--- src/rtl/ctrl_conv_read_if.sv ---
// ctrl_conv_read_if: memory-read, MAC-strobe and output-stream signals of the convolution read controller
interface ctrl_conv_read_if #(
  parameter int XAW = 4,
  parameter int FAW = 2,
  parameter int DW  = 16
);
  logic [XAW-1:0] x_addr;
  logic [FAW-1:0] f_addr;
  logic           mac_valid;
  logic           mac_clear;
  logic [DW-1:0]  mac_result;
  logic [DW-1:0]  m_data;
  logic           m_valid;
  logic           m_ready;
  modport master (
    output x_addr, f_addr, mac_valid, mac_clear, m_data, m_valid,
    input  mac_result, m_ready
  );
  modport slave (
    input  x_addr, f_addr, mac_valid, mac_clear, m_data, m_valid,
    output mac_result, m_ready
  );
endinterface

--- src/rtl/ctrl_conv_read.sv ---
// ctrl_conv_read: sliding-window read sequencer for the 1-D convolution MAC; define CONV_RELU_EN to ReLU each captured result
module ctrl_conv_read #(
  parameter int N       = 16,
  parameter int M       = 4,
  parameter int XAW     = 4,
  parameter int FAW     = 2,
  parameter int DW      = 16,
  parameter int MAC_LAT = 1
) (
  input  logic clk,
  input  logic reset,
  input  logic start,
  input  logic x_full,
  input  logic f_full,
  output logic busy,
  output logic conv_done,
  ctrl_conv_read_if.master bus
);
  localparam int CW = $clog2(MAC_LAT + 2);
  typedef enum logic [2:0] {IDLE, RUN, DRAIN, OUT, DONE} state_t;
  state_t state_q, state_d;
  logic [XAW-1:0] i_q, i_d, x_addr_q, x_addr_d;
  logic [FAW-1:0] j_q, j_d, f_addr_q, f_addr_d;
  logic [CW-1:0] cnt_q, cnt_d;
  logic mac_valid_q, mac_valid_d, mac_clear_q, mac_clear_d;
  logic m_valid_q, m_valid_d, busy_q, busy_d, done_q, done_d;
  logic [DW-1:0] m_data_q, m_data_d, cap;
  always_comb begin
`ifdef CONV_RELU_EN
    cap = bus.mac_result[DW-1] ? '0 : bus.mac_result;
`else
    cap = bus.mac_result;
`endif
    state_d   = state_q;
    i_d       = i_q;
    j_d       = j_q;
    cnt_d     = cnt_q;
    m_valid_d = m_valid_q;
    m_data_d  = m_data_q;
    case (state_q)
      IDLE: if (start && x_full && f_full) begin
        state_d = RUN;
        i_d     = '0;
        j_d     = '0;
      end
      RUN: if (j_q == FAW'(M - 1)) begin
        state_d = DRAIN;
        j_d     = '0;
        cnt_d   = CW'(MAC_LAT + 1);
      end else j_d = j_q + FAW'(1);
      DRAIN: begin
        cnt_d = cnt_q - CW'(1);
        if (cnt_q == CW'(1)) begin
          state_d   = OUT;
          m_valid_d = 1'b1;
          m_data_d  = cap;
        end
      end
      OUT: if (bus.m_ready) begin
        m_valid_d = 1'b0;
        if (i_q == XAW'(N - M)) state_d = DONE;
        else begin
          state_d = RUN;
          i_d     = i_q + XAW'(1);
          j_d     = '0;
        end
      end
      DONE: state_d = IDLE;
      default: state_d = IDLE;
    endcase
    // addresses are registered from next state so they sit on the bus during the issuing RUN cycle
    x_addr_d    = state_d == RUN ? XAW'({1'b0, i_d} + (XAW + 1)'(j_d)) : x_addr_q;
    f_addr_d    = state_d == RUN ? j_d : f_addr_q;
    mac_valid_d = state_q == RUN;
    mac_clear_d = state_q == RUN && j_q == '0;
    busy_d      = state_d != IDLE;
    done_d      = state_d == DONE;
  end
  always_ff @(posedge clk) begin
    if (reset) begin
      state_q     <= IDLE;
      i_q         <= '0;
      j_q         <= '0;
      cnt_q       <= '0;
      x_addr_q    <= '0;
      f_addr_q    <= '0;
      mac_valid_q <= 1'b0;
      mac_clear_q <= 1'b0;
      m_valid_q   <= 1'b0;
      m_data_q    <= '0;
      busy_q      <= 1'b0;
      done_q      <= 1'b0;
    end else begin
      state_q     <= state_d;
      i_q         <= i_d;
      j_q         <= j_d;
      cnt_q       <= cnt_d;
      x_addr_q    <= x_addr_d;
      f_addr_q    <= f_addr_d;
      mac_valid_q <= mac_valid_d;
      mac_clear_q <= mac_clear_d;
      m_valid_q   <= m_valid_d;
      m_data_q    <= m_data_d;
      busy_q      <= busy_d;
      done_q      <= done_d;
    end
  end
  assign bus.x_addr    = x_addr_q;
  assign bus.f_addr    = f_addr_q;
  assign bus.mac_valid = mac_valid_q;
  assign bus.mac_clear = mac_clear_q;
  assign bus.m_valid   = m_valid_q;
  assign bus.m_data    = m_data_q;
  assign busy          = busy_q;
  assign conv_done     = done_q;
endmodule

--- src/flat_wrapper.sv ---
// flat-port wrapper written by rule: the top's interface ports become plain ports
module ctrl_conv_read_flat 
#(
  parameter int N       = 16,
  parameter int M       = 4,
  parameter int XAW     = 4,
  parameter int FAW     = 2,
  parameter int DW      = 16,
  parameter int MAC_LAT = 1
)
  (clk, reset, start, x_full, f_full, busy, conv_done, bus_x_addr, bus_f_addr, bus_mac_valid, bus_mac_clear, bus_m_data, bus_m_valid, bus_mac_result, bus_m_ready);
  ctrl_conv_read_if #(.XAW(XAW), .FAW(FAW), .DW(DW)) bus_i ();
  input  logic clk;
  input  logic reset;
  input  logic start;
  input  logic x_full;
  input  logic f_full;
  output logic busy;
  output logic conv_done;
  output wire logic [$bits(bus_i.x_addr)-1:0] bus_x_addr;
  output wire logic [$bits(bus_i.f_addr)-1:0] bus_f_addr;
  output wire logic [$bits(bus_i.mac_valid)-1:0] bus_mac_valid;
  output wire logic [$bits(bus_i.mac_clear)-1:0] bus_mac_clear;
  output wire logic [$bits(bus_i.m_data)-1:0] bus_m_data;
  output wire logic [$bits(bus_i.m_valid)-1:0] bus_m_valid;
  input wire logic [$bits(bus_i.mac_result)-1:0] bus_mac_result;
  input wire logic [$bits(bus_i.m_ready)-1:0] bus_m_ready;
  assign bus_x_addr = bus_i.x_addr;
  assign bus_f_addr = bus_i.f_addr;
  assign bus_mac_valid = bus_i.mac_valid;
  assign bus_mac_clear = bus_i.mac_clear;
  assign bus_m_data = bus_i.m_data;
  assign bus_m_valid = bus_i.m_valid;
  assign bus_i.mac_result = bus_mac_result;
  assign bus_i.m_ready = bus_m_ready;
  ctrl_conv_read #(.N(N), .M(M), .XAW(XAW), .FAW(FAW), .DW(DW), .MAC_LAT(MAC_LAT)) u_core (.clk(clk), .reset(reset), .start(start), .x_full(x_full), .f_full(f_full), .busy(busy), .conv_done(conv_done), .bus(bus_i));
endmodule
--- config.mk ---
export PLATFORM = sky130hd
export DESIGN_NAME = ctrl_conv_read_flat
export DESIGN_NICKNAME = d
export VERILOG_FILES = /design/src/rtl/ctrl_conv_read_if.sv /design/src/rtl/ctrl_conv_read.sv /design/src/flat_wrapper.sv
export SDC_FILE = /design/constraint.sdc
export NUM_CORES = 1
export LEC_CHECK = 0
export ABC_AREA = 1
export ABC_CLOCK_PERIOD_IN_PS = 5000
export CORE_MARGIN = 2
export CORE_UTILIZATION = 50
export DETAILED_ROUTE_END_ITERATION = 8
export PLACE_DENSITY = 0.84
export SETUP_SLACK_MARGIN = 0.05
export SLEW_MARGIN = 5
export SYNTH_ARGS = -nofsm -noshare
export SYNTH_HDL_FRONTEND = slang
export SYNTH_SLANG_ARGS = --single-unit
--- constraint.sdc ---
create_clock -name clk -period 5 [get_ports clk]
set_clock_uncertainty 0.2 [all_clocks]
set_input_delay 0.75 -clock clk [delete_from_list [all_inputs] [get_ports clk]]
set_output_delay 0.75 -clock clk [all_outputs]
set_load 0.01 [all_outputs]
==> results by group, run 1 <==
Global route
  • Global route overflow: 0
  • Initial antenna violation count: 0
  • Vias in the first global route: approximately 1300
  • Tot GR Track Use: 18.7%
  • Pin count of the biggest net entering global routing: 24
  • First-pass GRT wire length: around 5300 um

STA
  • Worst-Margin Slew: around 0.60 ns
  • PnR worst setup slack: ~2.4 ns
  • Fin crit share: between 50% and 60%
  • RSZ-0062 raised after global routing: false
  • Min Hold Slack: between 0.2 and 0.3 ns
  • Post-Route Setup TNS: 0 ns
  • Minimum clock period: ~2.6 ns
  • Max frequency: around 380 MHz
  • Final Max Tran Viols: 0
  • Max_slew headroom: about three fifths
  • Endpoints failing setup: 0
  • Final hold violation count: 0

Synthesis
  • Avg Inst Size Synth: roughly 7.4 sq um
  • Top cells by area, synth: dfxtp_1 (45%), nor2_1 (12%), nand2_1 (7.8%), o21ai_0 (6.2%), ha_1 (5.2%)
  • XOR/XNOR share of the synthesized area: less than 1%
  • Synth Warn #: 0
  • Most common cell in the netlist: nor2_1
  • Synth Cell Area: 1680 sq um
  • Mapped Nets: around 260
  • Sequential share of the synthesized area: 45.2%
  • Post-synthesis adder-cell area fraction: 6.39%
  • Post-synth top cells: nor2_1 (56), dfxtp_1 (38), nand2_1 (35), inv_1 (21), o21ai_0 (21)
  • Post-synthesis sequential element count: 38
  • Synth area leader: dfxtp_1
  • Ys flop type: dfxtp_1
  • Post-Syn Instances: about 230
  • Synth Area in Compound Gates: between 10% and 20%
  • Post-synthesis mux area share: 0%
  • Top cell type's share of synthesized area: ~45%
  • Largest family of logic cells by synthesized area: simple AND/OR/NAND/NOR gates
  • Post-Synth Simple-Gate Area: a little over a quarter
  • Post-synth EDFFs: 0
  • Fraction of registers with async set/reset: 0%
  • Unique masters post-synth: 28

Layout
  • Fill cell count: 280
  • Inserted Diodes: 0
  • Fin area: between 2000 and 2500 sq um
  • NumNets Final: 305
  • P&R area growth vs syn: 33.5%
  • Fraction of layout cells with a size suffix above 1: under 10%

Drt
  • Via/cell ratio: roughly 4.8
  • Post-DRT Antenna Nets: 0
  • WL final: 3350 um
  • WL/cell: 10.4 um
  • DR vias: roughly 1500
  • Drt pass-1 iters: 4
  • First-iteration detailed-routing DRC count: between 90 and 100
  • # DRC: 0

Power and ir drop
  • Power Density: 239 nW/um^2
  • Worst VDD drop: 0.119 mV
  • LEAKAGE: between 0.9 and 1 nW
  • Post-layout total power: approximately 0.54 mW

Place
  • IO buf count: 48
  • Final GP Congestion: 0.876
  • Cell area after placement: about 2200 sq um
  • Post-DP HPWL: around 2500 um
  • Place WS: between 2 and 2.5 ns

Critical path
  • Reg-to-Reg End: u_core.bus.x_addr[1]$_SDFFE_PP0N_
  • Critical R2R Launch: u_core.i_q[0]$_SDFF_PP0_
  • R2r setup slk: between 2 and 3 ns
  • Startpoint Class: input pin
  • Crit path kind: input pin to register
  • Critical Path End Type: register
  • Critical Path RT: 5.03 ns
  • Critical Path Fanout Max: 6
  • Arr. time, crit path: around 2.7 ns
  • Worst Reg-to-Reg Cells: 12

Hold path
  • Hold Crit Endpoint: u_core.cnt_q[0]$_SDFFE_PP0P_
  • Hold Crit Depth: 1
  • Hold WC Path Type: register to register
  • Hold Path Origin: u_core.cnt_q[0]$_SDFFE_PP0P_

Clock network
  • Clock tree from TritonCTS: built
  • Clock sinks: 38
  • Num CTS Buffers: 5
  • Cts hold-fix bufs: 0
  • Clock root cell: clkbuf_4
  • Clock Path Buffers: 2
  • Clock-pin slew on the worst setup and hold paths: ~0.11 ns
  • Clock Latency Late Sink: between 0.3 and 0.4 ns
  • Post-CTS Resized: 0
  • Setup Buffers After CTS: 0
  • Htree depth: 2

Floorplanning
  • Initial Utilization: between 50% and 60%
  • Core area: approximately 3300 sq um
  • Die W: just over 60 um
  • Total Die Area: slightly below 4000 sq um
  • FP Rows: 21
  • Ports: between 40 and 50
  • Die Span Y: 62.0 um

Run status
  • Status: complete, no violations

Flow run
  • Max cap viols: 0
==> area by class of cell <==
type	count	area (sq um)	share of cell area, %
multi-input cells	157	785	34.9
repair buffers	48	480	21.4
clock buffers	6	51.3	2.28
inverters	25	100	4.45
clock inverters	2	12.5	0.557
well taps	46	57.6	2.56
flip-flops and latches	38	761	33.9
==> metal layers <==
layer  vias up  GRT usage (%)  routed length, um
met4         0           10.3                 42
li1        825              -                  -
met3         4           4.14                203
met1       677           22.6               1580
met2        36           30.8               1520
met5         -              0                  0
==> critical path, cell delays in order <==
cell	delay (ns)
clkdlybuf4s50_1	0.56
nand2_1	0.08
nand2_1	0.07
nand3_1	0.09
a21oi_1	0.18
inv_1	0.06
ha_1	0.20
fa_1	0.43
o21ai_0	0.19
nor2_1	0.05
==> state kept, by name, indices dropped and copies added (netlist names) <==
signal / count
u_core.bus.m_valid: 1
u_core.state_q: 3
u_core.busy: 1
u_core.bus.f_addr: 2
u_core.conv_done: 1
u_core.i_q: 4
u_core.bus.mac_valid: 1
u_core.j_q: 2
u_core.bus.m_data: 16
u_core.bus.mac_clear: 1
u_core.cnt_q: 2
u_core.bus.x_addr: 4
==> cell families (layout without fill, tap and decap cells) <==
| group | count (synthesis) | count (layout) |
|---|---|---|
| and+or+nand+nor | 107 | 107 |
| DFF | 38 | 38 |
| xor gates and xnor gates | 1 | 1 |
| buffers and inverters | 31 | 81 |
| AOI/OAI and AO/OA | 41 | 41 |
| adders and majority gates | 8 | 8 |
==> placed cells by master, fill, tap and decap left out, types with 2 or more instances in the layout <==
cell,instances
nand3_1,9
inv_1,21
ha_1,7
nor2_1,56
clkinv_2,2
clkbuf_4,5
nand4_1,2
clkdlybuf4s50_1,48
dfxtp_1,38
a21oi_2,2
a21oi_1,12
inv_2,2
nand2_1,35
o21ai_0,21
==> worst max path at each step <==
stage,from,end,slack [ns],cells past startpoint
after floorplan,f_full,u_core.bus.x_addr[2]$_SDFFE_PP0N_,2.64,9
after global placement,bus_m_ready,u_core.bus.x_addr[2]$_SDFFE_PP0N_,2.09,10
after detailed placement,bus_m_ready,u_core.bus.x_addr[1]$_SDFFE_PP0N_,2.04,10
after CTS,bus_m_ready,u_core.bus.x_addr[1]$_SDFFE_PP0N_,2.40,10
after global routing,bus_m_ready,u_core.bus.x_addr[3]$_SDFFE_PP0N_,2.23,12
final,bus_m_ready,u_core.bus.x_addr[1]$_SDFFE_PP0N_,2.38,10
==> report_power, final <==
part,internal [mW],switching [mW],total (mW)
clock,0.0677,0.0983,0.166
combinational,0.0319,0.0268,0.0586
sequential,0.309,0.00321,0.312
total,0.408,0.128,0.537
==> metrics by stage <==
stage | util, % | cells
5_1_grt | 68.4 | 322
3_3_place_gp | 66.5 | 314
6_report | 68.4 | 322
4_1_cts | 68.4 | 322
3_5_place_dp | 66.5 | 314
2_1_floorplan | - | 226
No activity file was read; power rests on OpenSTA's default activity.
==> run 2: changes to the inputs <==
--- a/config.mk
+++ b/config.mk
@@ -6,11 +6,11 @@
 export NUM_CORES = 1
 export LEC_CHECK = 0
 export ABC_AREA = 1
-export ABC_CLOCK_PERIOD_IN_PS = 5000
+export ABC_CLOCK_PERIOD_IN_PS = 2550
 export CORE_MARGIN = 2
-export CORE_UTILIZATION = 50
+export CORE_UTILIZATION = 46
 export DETAILED_ROUTE_END_ITERATION = 8
-export PLACE_DENSITY = 0.84
+export PLACE_DENSITY = 0.78
 export SETUP_SLACK_MARGIN = 0.05
 export SLEW_MARGIN = 5
 export SYNTH_ARGS = -nofsm -noshare
==> constraint.sdc (replaced) <==
create_clock -name clk -period 2.55 [get_ports clk]
set_clock_uncertainty 0.2 [all_clocks]
set_input_delay 0.3825 -clock clk [delete_from_list [all_inputs] [get_ports clk]]
set_output_delay 0.3825 -clock clk [all_outputs]
set_load 0.01 [all_outputs]
==> run 2 against run 1 <==
Largest cell class unchanged. Final cell count is 0.93% higher. First-iteration DRC count is 14% higher. Sequential power is 96% higher. Register-to-register slack lost 2.4 ns. Core utilization decreased by 0.58 points. Combinational power increased by 110%. Die area up 8.1%.
==> results by group, run 2 (same netlist as run 1, synthesis figures left out) <==
Layout
  • Fraction of layout cells with a size suffix above 1: 10.8% (was 7.61%)
  • Layout Utilization: 67.8% (was 68.4%)
  • Inserted Diodes: 0 (unchanged)
  • P&R area growth vs syn: 37.7% (was 33.5%)
  • Commonest non-fill, non-tap cell in the layout: nor2_1 (unchanged)
  • NumNets Final: 309 (was 305)
  • Fill cell count: 301 (was 280)
  • Max reg flops: 16 (unchanged)
  • Most frequent cells in the layout: nor2_1 (56), clkdlybuf4s50_1 (48), dfxtp_1 (36) (was nor2_1 (56), clkdlybuf4s50_1 (48), dfxtp_1 (38))
  • Fin area: 2320 sq um (was 2250 sq um)

Clock network
  • Htree depth: 2 (unchanged)
  • Clock Latency Late Sink: 0.33 ns (about the same)
  • Clock root cell: clkbuf_4 (unchanged)
  • Num CTS Buffers: 5 (unchanged)
  • Clock tree from TritonCTS: built (unchanged)
  • Setup Buffers After CTS: 0 (unchanged)
  • Clock-pin slew on the worst setup and hold paths: 0.11 ns (about the same)
  • Clock sinks: 38 (unchanged)
  • Clock Path Buffers: 2 (unchanged)

Global route
  • Tot GR Track Use: 19.7% (was 18.7%)
  • First-pass GRT wire length: 6390 um (was 5310 um)
  • Pin count of the biggest net entering global routing: 24 (unchanged)
  • Initial antenna violation count: 0 (unchanged)
  • Global route overflow: 0 (unchanged)
  • Vias in the first global route: 1476 (was 1293)

Critical path
  • Critical R2R Launch: u_core.i_q[0]$_SDFF_PP0_ (unchanged)
  • R2r setup slk: 0.21 ns (was 2.60 ns)
  • CP delay by family, top: adder cells (unchanged)
  • Reg-to-Reg End: u_core.bus.x_addr[2]$_SDFFE_PP0N_ (was u_core.bus.x_addr[1]$_SDFFE_PP0N_)
  • WP buf/inv: 2 (unchanged)
  • Stages on worst setup path: 12 (was 10)
  • Crit-path max cell delay: 0.42 ns (was 0.56 ns)
  • CP Launch Point: u_core.i_q[0]$_SDFF_PP0_ (was bus_m_ready)
  • Crit path kind: register to register (was input pin to register)
  • Worst Reg-to-Reg Cells: 12 (unchanged)
  • Slowest CP cell: fa_1 (was clkdlybuf4s50_1)
  • Critical Path End Type: register (unchanged)
  • Critical Path Fanout Max: 4 (was 6)
  • CP cell instances: inv_1 > ha_1 > nand3_1 > nand2_1 > nand2_1 > nand3_2 > a21oi_2 > inv_1 > ha_1 > fa_1 > xnor2_2 > a21oi_2 (was clkdlybuf4s50_1 > nand2_1 > nand2_1 > nand3_1 > a21oi_1 > inv_1 > ha_1 > fa_1 > o21ai_0 > nor2_1)
  • Arr. time, crit path: 2.37 ns (was 2.66 ns)
  • Startpoint Class: register (was input pin)
  • End of the critical path: u_core.bus.x_addr[2]$_SDFFE_PP0N_ (was u_core.bus.x_addr[1]$_SDFFE_PP0N_)
  • Critical Path RT: 2.58 ns (was 5.03 ns)

Floorplanning
  • Initial Utilization: 49.3% (was 51.2%)
  • Core area: 3420 sq um (was 3280 sq um)
  • Total Die Area: 4160 sq um (was 3850 sq um)
  • FP Rows: 21 (unchanged)
  • Die Span Y: 64.5 um (was 62.0 um)
  • Ports: 49 (unchanged)
  • Die W: 64.5 um (was 62.0 um)

Drt
  • Post-DRT Antenna Nets: 0 (unchanged)
  • Drt pass-1 iters: 4 (unchanged)
  • DR vias: 1573 (was 1542)
  • First-iteration detailed-routing DRC count: 106 (was 93)
  • # DRC: 0 (unchanged)
  • WL/cell: 11.5 um (was 10.4 um)
  • WL final: 3750 um (was 3350 um)
  • Via/cell ratio: 4.84 (was 4.79)

STA
  • Final Max Tran Viols: 0 (unchanged)
  • Final hold violation count: 0 (unchanged)
  • RSZ-0062 raised after global routing: false (unchanged)
  • Minimum clock period: 2.34 ns
  • Post-Route Setup TNS: 0 ns (unchanged)
  • Min Hold Slack: 0.274 ns (was 0.277 ns)
  • Worst-Margin Slew: 0.650 ns (was 0.599 ns)
  • Endpoints failing setup: 0 (unchanged)
  • Fin crit share: about 92%
  • Max frequency: ~430 MHz
  • PnR worst setup slack: 0.208 ns (was 2.38 ns)
  • Max_slew headroom: 56.6% (was 60.0%)

Hold path
  • Hold Crit Depth: 1 (unchanged)
  • Hold WC Path Type: register to register (unchanged)

Power and ir drop
  • Worst VDD drop: 0.506 mV (was 0.119 mV)
  • Power Density: 495 nW/um^2 (was 239 nW/um^2)
  • LEAKAGE: 0.994 nW (was 0.960 nW)

Place
  • IO buf count: 48 (unchanged)
  • Place WS: -0.0693 ns (was 2.04 ns)
  • Post-DP HPWL: 2800 um (was 2520 um)
  • Cell area after placement: 2210 sq um (was 2180 sq um)
  • Final GP Congestion: 0.923 (was 0.876)

Run status
  • Status: complete, no violations (unchanged)

Flow run
  • Max cap viols: 0 (unchanged)
[run 2: cell types whose count changed in the layout (fill, tap and decap cells not counted)]
cell        before  now
clkinvlp_4       1    0
buf_4            0    4
xnor2_1          1    0
a21oi_1         12   11
nand3_1          9    8
xnor2_2          0    1
clkinv_2         2    1
nand3_2          1    2
a21oi_2          2    3
dfxtp_1         38   36
bufinv_16        0    1
o21ai_0         21   20
o21ai_2          1    2
dfxtp_2          0    2
[run 2: metal layers]
| metal | GRT usage, % | up-vias | wire [um] | share of wire [%] |
|---|---|---|---|---|
| met5 | 0 | - | 0 | 0 |
| met3 | 4.17 | 7 | 166 | 4.4 |
| met1 | 24.8 | 698 | 1740 | 46 |
| met4 | 9.31 | 0 | 50 | 1.3 |
| met2 | 32.2 | 44 | 1800 | 48 |
| li1 | - | 824 | - | - |
[run 2: worst min path at each step]
stage | start | endpoint
6_report | u_core.cnt_q[0]$_SDFFE_PP0P_ | u_core.cnt_q[0]$_SDFFE_PP0P_
5_1_grt | u_core.cnt_q[0]$_SDFFE_PP0P_ | u_core.cnt_q[0]$_SDFFE_PP0P_
4_1_cts | u_core.cnt_q[0]$_SDFFE_PP0P_ | u_core.cnt_q[0]$_SDFFE_PP0P_
3_5_place_dp | u_core.cnt_q[0]$_SDFFE_PP0P_ | u_core.cnt_q[0]$_SDFFE_PP0P_
3_3_place_gp | u_core.cnt_q[0]$_SDFFE_PP0P_ | u_core.cnt_q[0]$_SDFFE_PP0P_
2_1_floorplan | u_core.cnt_q[0]$_SDFFE_PP0P_ | u_core.cnt_q[0]$_SDFFE_PP0P_
[run 2: metrics by stage]
stage | std cells | total power [mW]
after floorplan | 226 | 0.678
after global routing | 325 | 1.20
after global placement | 318 | 0.746
final | 325 | 1.15
after detailed placement | 318 | 0.746
after CTS | 325 | 1.15
[run 2: timing repair]
item	in CTS	in global routing
hold buffers	0	0
endpoints found under the setup margin	0	3
resized for setup	0	7
[run 2: final cells by class]
cell class	count	area [sq um]	area share [%]
Tap cell	46	57.6	2.48
Multi-Input combinational cell	157	805	34.7
Clock inverter	1	30.0	1.30
Sequential cell	38	763	32.9
Clock buffer	6	51.3	2.21
Timing Repair Buffer	52	510	22.0
Inverter	25	100	4.32
[run 2: power breakdown]
part | leakage, nW | internal, mW | switching (mW)
clock network | 0.0443 | 0.228 | 0.182
logic | 0.642 | 0.0674 | 0.0576
registers | 0.308 | 0.605 | 0.00657
==> run 3: changes to the inputs <==
--- a/config.mk
+++ b/config.mk
@@ -5,13 +5,13 @@
 export SDC_FILE = /design/constraint.sdc
 export NUM_CORES = 1
 export LEC_CHECK = 0
-export ABC_AREA = 1
 export ABC_CLOCK_PERIOD_IN_PS = 2550
 export CORE_MARGIN = 2
-export CORE_UTILIZATION = 46
+export CORE_UTILIZATION = 47
 export DETAILED_ROUTE_END_ITERATION = 8
-export PLACE_DENSITY = 0.78
+export PLACE_DENSITY = 0.79
 export SETUP_SLACK_MARGIN = 0.05
+export SKIP_LAST_GASP = 1
 export SLEW_MARGIN = 5
 export SYNTH_ARGS = -nofsm -noshare
 export SYNTH_HDL_FRONTEND = slang
==> run 3 against run 2 <==
Cell area rose by 11%. Count of clock-buffer cells in the layout did not move. Combinational power fell by 6%. Clock power rose by 5.4%. Fmax fell by 5.7%. Routed wire length rose by 4.6%. Largest power group unchanged.
==> results by group, run 3 <==
Run status
  • Status: complete, no violations (unchanged)

Clock network
  • Num CTS Buffers: 5 (unchanged)
  • Clock Path Buffers: 2 (unchanged)
  • Htree depth: 2 (unchanged)
  • Clock root cell: clkbuf_8 (was clkbuf_4)
  • Cts hold-fix bufs: 0 (unchanged)
  • Clock-pin slew on the worst setup and hold paths: 0.07 ns (was 0.11 ns)
  • Clock sinks: 38 (unchanged)
  • Clock Latency Late Sink: 0.29 ns (was 0.33 ns)
  • Clock tree from TritonCTS: built (unchanged)

Critical path
  • Critical Path End Type: register (unchanged)
  • Crit path kind: input pin to register (was register to register)
  • Startpoint Class: input pin (was register)
  • Arr. time, crit path: 2.49 ns (was 2.37 ns)
  • Critical Path Fanout Max: 2 (was 4)
  • R2r setup slk: 0.08 ns (was 0.21 ns)
  • Critical Path RT: 2.55 ns (was 2.58 ns)

STA
  • Fin crit share: 97.4% (was 91.8%)
  • Max_slew headroom: 63.7% (was 56.6%)
  • Min Hold Slack: 0.255 ns (was 0.274 ns)
  • PnR worst setup slack: 0.0664 ns (was 0.208 ns)
  • Final Max Tran Viols: 0 (unchanged)
  • RSZ-0062 raised after global routing: true (was false)
  • Max frequency: 403 MHz (was 427 MHz)
  • Endpoints failing setup: 0 (unchanged)
  • Minimum clock period: 2.48 ns (was 2.34 ns)
  • Worst-Margin Slew: 0.543 ns (was 0.650 ns)
  • Final hold violation count: 0 (unchanged)
  • Post-Route Setup TNS: 0 ns (unchanged)

Drt
  • Via/cell ratio: 5.08 (was 4.84)
  • DR vias: 1570 (was 1573)
  • Drt pass-1 iters: 4 (unchanged)
  • Post-DRT Antenna Nets: 0 (unchanged)
  • First-iteration detailed-routing DRC count: 46 (was 106)
  • WL/cell: 12.7 um (was 11.5 um)
  • WL final: 3930 um (was 3750 um)
  • # DRC: 0 (unchanged)

Synthesis
  • Sequential share of the synthesized area: 43.4% (was 45.2%)
  • Unique masters post-synth: 45 (was 28)
  • Synth Warn #: 0 (unchanged)
  • Post-synth EDFFs: 0 (unchanged)
  • Post-Syn Instances: 198 (was 226)
  • Post-synth top cells: dfxtp_1 (38), nand2_1 (38), a21oi_1 (24), nor2_1 (12), inv_1 (8) (was nor2_1 (56), dfxtp_1 (38), nand2_1 (35), inv_1 (21), o21ai_0 (21))
  • Synth area leader: dfxtp_1 (unchanged)
  • Post-synthesis sequential element count: 38 (unchanged)
  • Synth Cell Area: 1750 sq um (was 1680 sq um)
  • Fraction of registers with async set/reset: 0% (unchanged)
  • Top cells by area, synth: dfxtp_1 (43%), nand2_1 (8.1%), a21oi_1 (6.9%), ha_1 (5.0%), nor2_1 (2.6%) (was dfxtp_1 (45%), nor2_1 (12%), nand2_1 (7.8%), o21ai_0 (6.2%), ha_1 (5.2%))
  • Mapped Nets: 228 (was 256)
  • Top cell type's share of synthesized area: 43.4% (was 45.2%)
  • Ys flop type: dfxtp_1 (unchanged)
  • Avg Inst Size Synth: 8.85 sq um (was 7.45 sq um)

Layout
  • Fill cell count: 283 (was 301)
  • Multi-input gate area: 990 sq um (was 805 sq um)
  • NumNets Final: 290 (was 309)
  • Max reg flops: 16 (unchanged)
  • Inserted Diodes: 0 (unchanged)
  • Most frequent cells in the layout: clkdlybuf4s50_1 (45), nand2_1 (36), dfxtp_1 (35) (was nor2_1 (56), clkdlybuf4s50_1 (48), dfxtp_1 (36))
  • Commonest non-fill, non-tap cell in the layout: clkdlybuf4s50_1 (was nor2_1)
  • Register area: 764 sq um (was 763 sq um)
  • P&R area growth vs syn: 46.6% (was 37.7%)
  • Fraction of layout cells with a size suffix above 1: 21.8% (was 10.8%)

Hold path
  • Hold WC Path Type: register to register (unchanged)

Global route
  • First-pass GRT wire length: 6280 um (was 6390 um)
  • Global route overflow: 0 (unchanged)
  • Pin count of the biggest net entering global routing: 39 (was 24)
  • Tot GR Track Use: 19.3% (was 19.7%)
  • Vias in the first global route: 1463 (was 1476)
  • Initial antenna violation count: 0 (unchanged)

Floorplanning
  • Ports: 49 (unchanged)
  • Die W: 65.1 um (was 64.5 um)
  • FP Rows: 22 (was 21)
  • Total Die Area: 4230 sq um (was 4160 sq um)
  • Core area: 3630 sq um (was 3420 sq um)
  • Die Span Y: 65.1 um (was 64.5 um)
  • Initial Utilization: 48.2% (was 49.3%)

Power and ir drop
  • Pint: 0.885 mW (was 0.901 mW)
  • Switching power: 0.270 mW (was 0.246 mW)
  • Switching share of total power: 23.4% (was 21.5%)
  • Gate power share: 10.2% (was 10.9%)
  • Clock Power Share: 37.4% (was 35.8%)
  • Seq pwr share: 52.5% (was 53.3%)
  • LEAKAGE: 0.979 nW (was 0.994 nW)
  • Power Density: 449 nW/um^2 (was 495 nW/um^2)
  • Worst VDD drop: 0.297 mV (was 0.506 mV)

Place
  • IO buf count: 48 (unchanged)
  • Post-DP HPWL: 2560 um (was 2800 um)
  • Final GP Congestion: 0.826 (was 0.923)
  • Place WS: -0.207 ns (was -0.0693 ns)

Flow run
  • Max cap viols: 0 (unchanged)
==> run 3: final timing paths <==
check,startpoint,endpoint,cells after the start
worst min-delay path,u_core.bus.m_data[12]$_SDFFE_PP0P_,u_core.bus.m_data[12]$_SDFFE_PP0P_,2
worst max register to register,u_core.i_q[1]$_SDFF_PP0_,u_core.bus.x_addr[3]$_SDFFE_PP0N_,13
worst max-delay path,bus_m_ready,u_core.bus.x_addr[3]$_SDFFE_PP0N_,11
worst min register to register,u_core.bus.m_data[12]$_SDFFE_PP0P_,u_core.bus.m_data[12]$_SDFFE_PP0P_,2
==> run 3: cells by family (layout without fill, tap and decap cells) <==
family	Yosys count	in the layout	share of synthesized area (%)
flops	38	38	43.4
compound gates	45	45	18.1
simple gates	82	82	24.1
xor+xnor	2	2	0.999
fa+ha+maj	8	8	6.14
mux	3	3	1.78
buf+inv	20	83	5.50
==> run 3: metal layers <==
layer / track usage [%] / part of all wire, % / wire [um] / up-vias
li1: - / - / - / 799
met1: 23.6 / 45 / 1760 / 717
met2: 31.6 / 47 / 1830 / 44
met3: 5.90 / 5.8 / 227 / 10
met4: 8.33 / 2.7 / 106 / 0
met5: 0 / 0 / 0 / -
==> run 3: stage by stage <==
step	area (sq um)	util [%]	power, mW	instances
after floorplan	1760	-	0.669	198
after global placement	2350	64.6	0.728	298
after detailed placement	2350	64.6	0.728	298
after CTS	2450	67.6	1.16	306
after global routing	2570	70.7	1.20	309
final	2570	70.7	1.15	309
==> run 3: timing repair <==
item,in CTS,in global routing
resized for setup,3,26
buffers inserted,0,3
pin swaps,1,12
endpoints found under the setup margin,3,3
==> run 3: area by class of cell <==
cell class / count / area share (%)
Inverter: 9 / 1.31
Multi-Input combinational cell: 140 / 38.5
Tap cell: 48 / 2.34
Clock buffer: 6 / 3.21
Timing Repair Buffer: 66 / 24.4
Clock inverter: 2 / 0.487
Sequential cell: 38 / 29.7
==> run 3: power by group through the flow <==
stage	logic (mW)	registers (mW)	clock network (mW)
after floorplan	0.0459	0.623	0
after global placement	0.109	0.619	0
after detailed placement	0.109	0.620	0
after CTS	0.110	0.606	0.442
after global routing	0.127	0.607	0.468
final	0.117	0.606	0.432
==> run 3: worst max-delay path, cell delays in order <==
cell and delay (ns):
clkdlybuf4s50_1 0.53, and3_4 0.22, buf_4 0.10, o21bai_2 0.09, a22oi_2 0.21, inv_2 0.07, ha_1 0.29, a21oi_2 0.14
nor4_2 0.05, xor2_1 0.15, o31ai_1 0.25
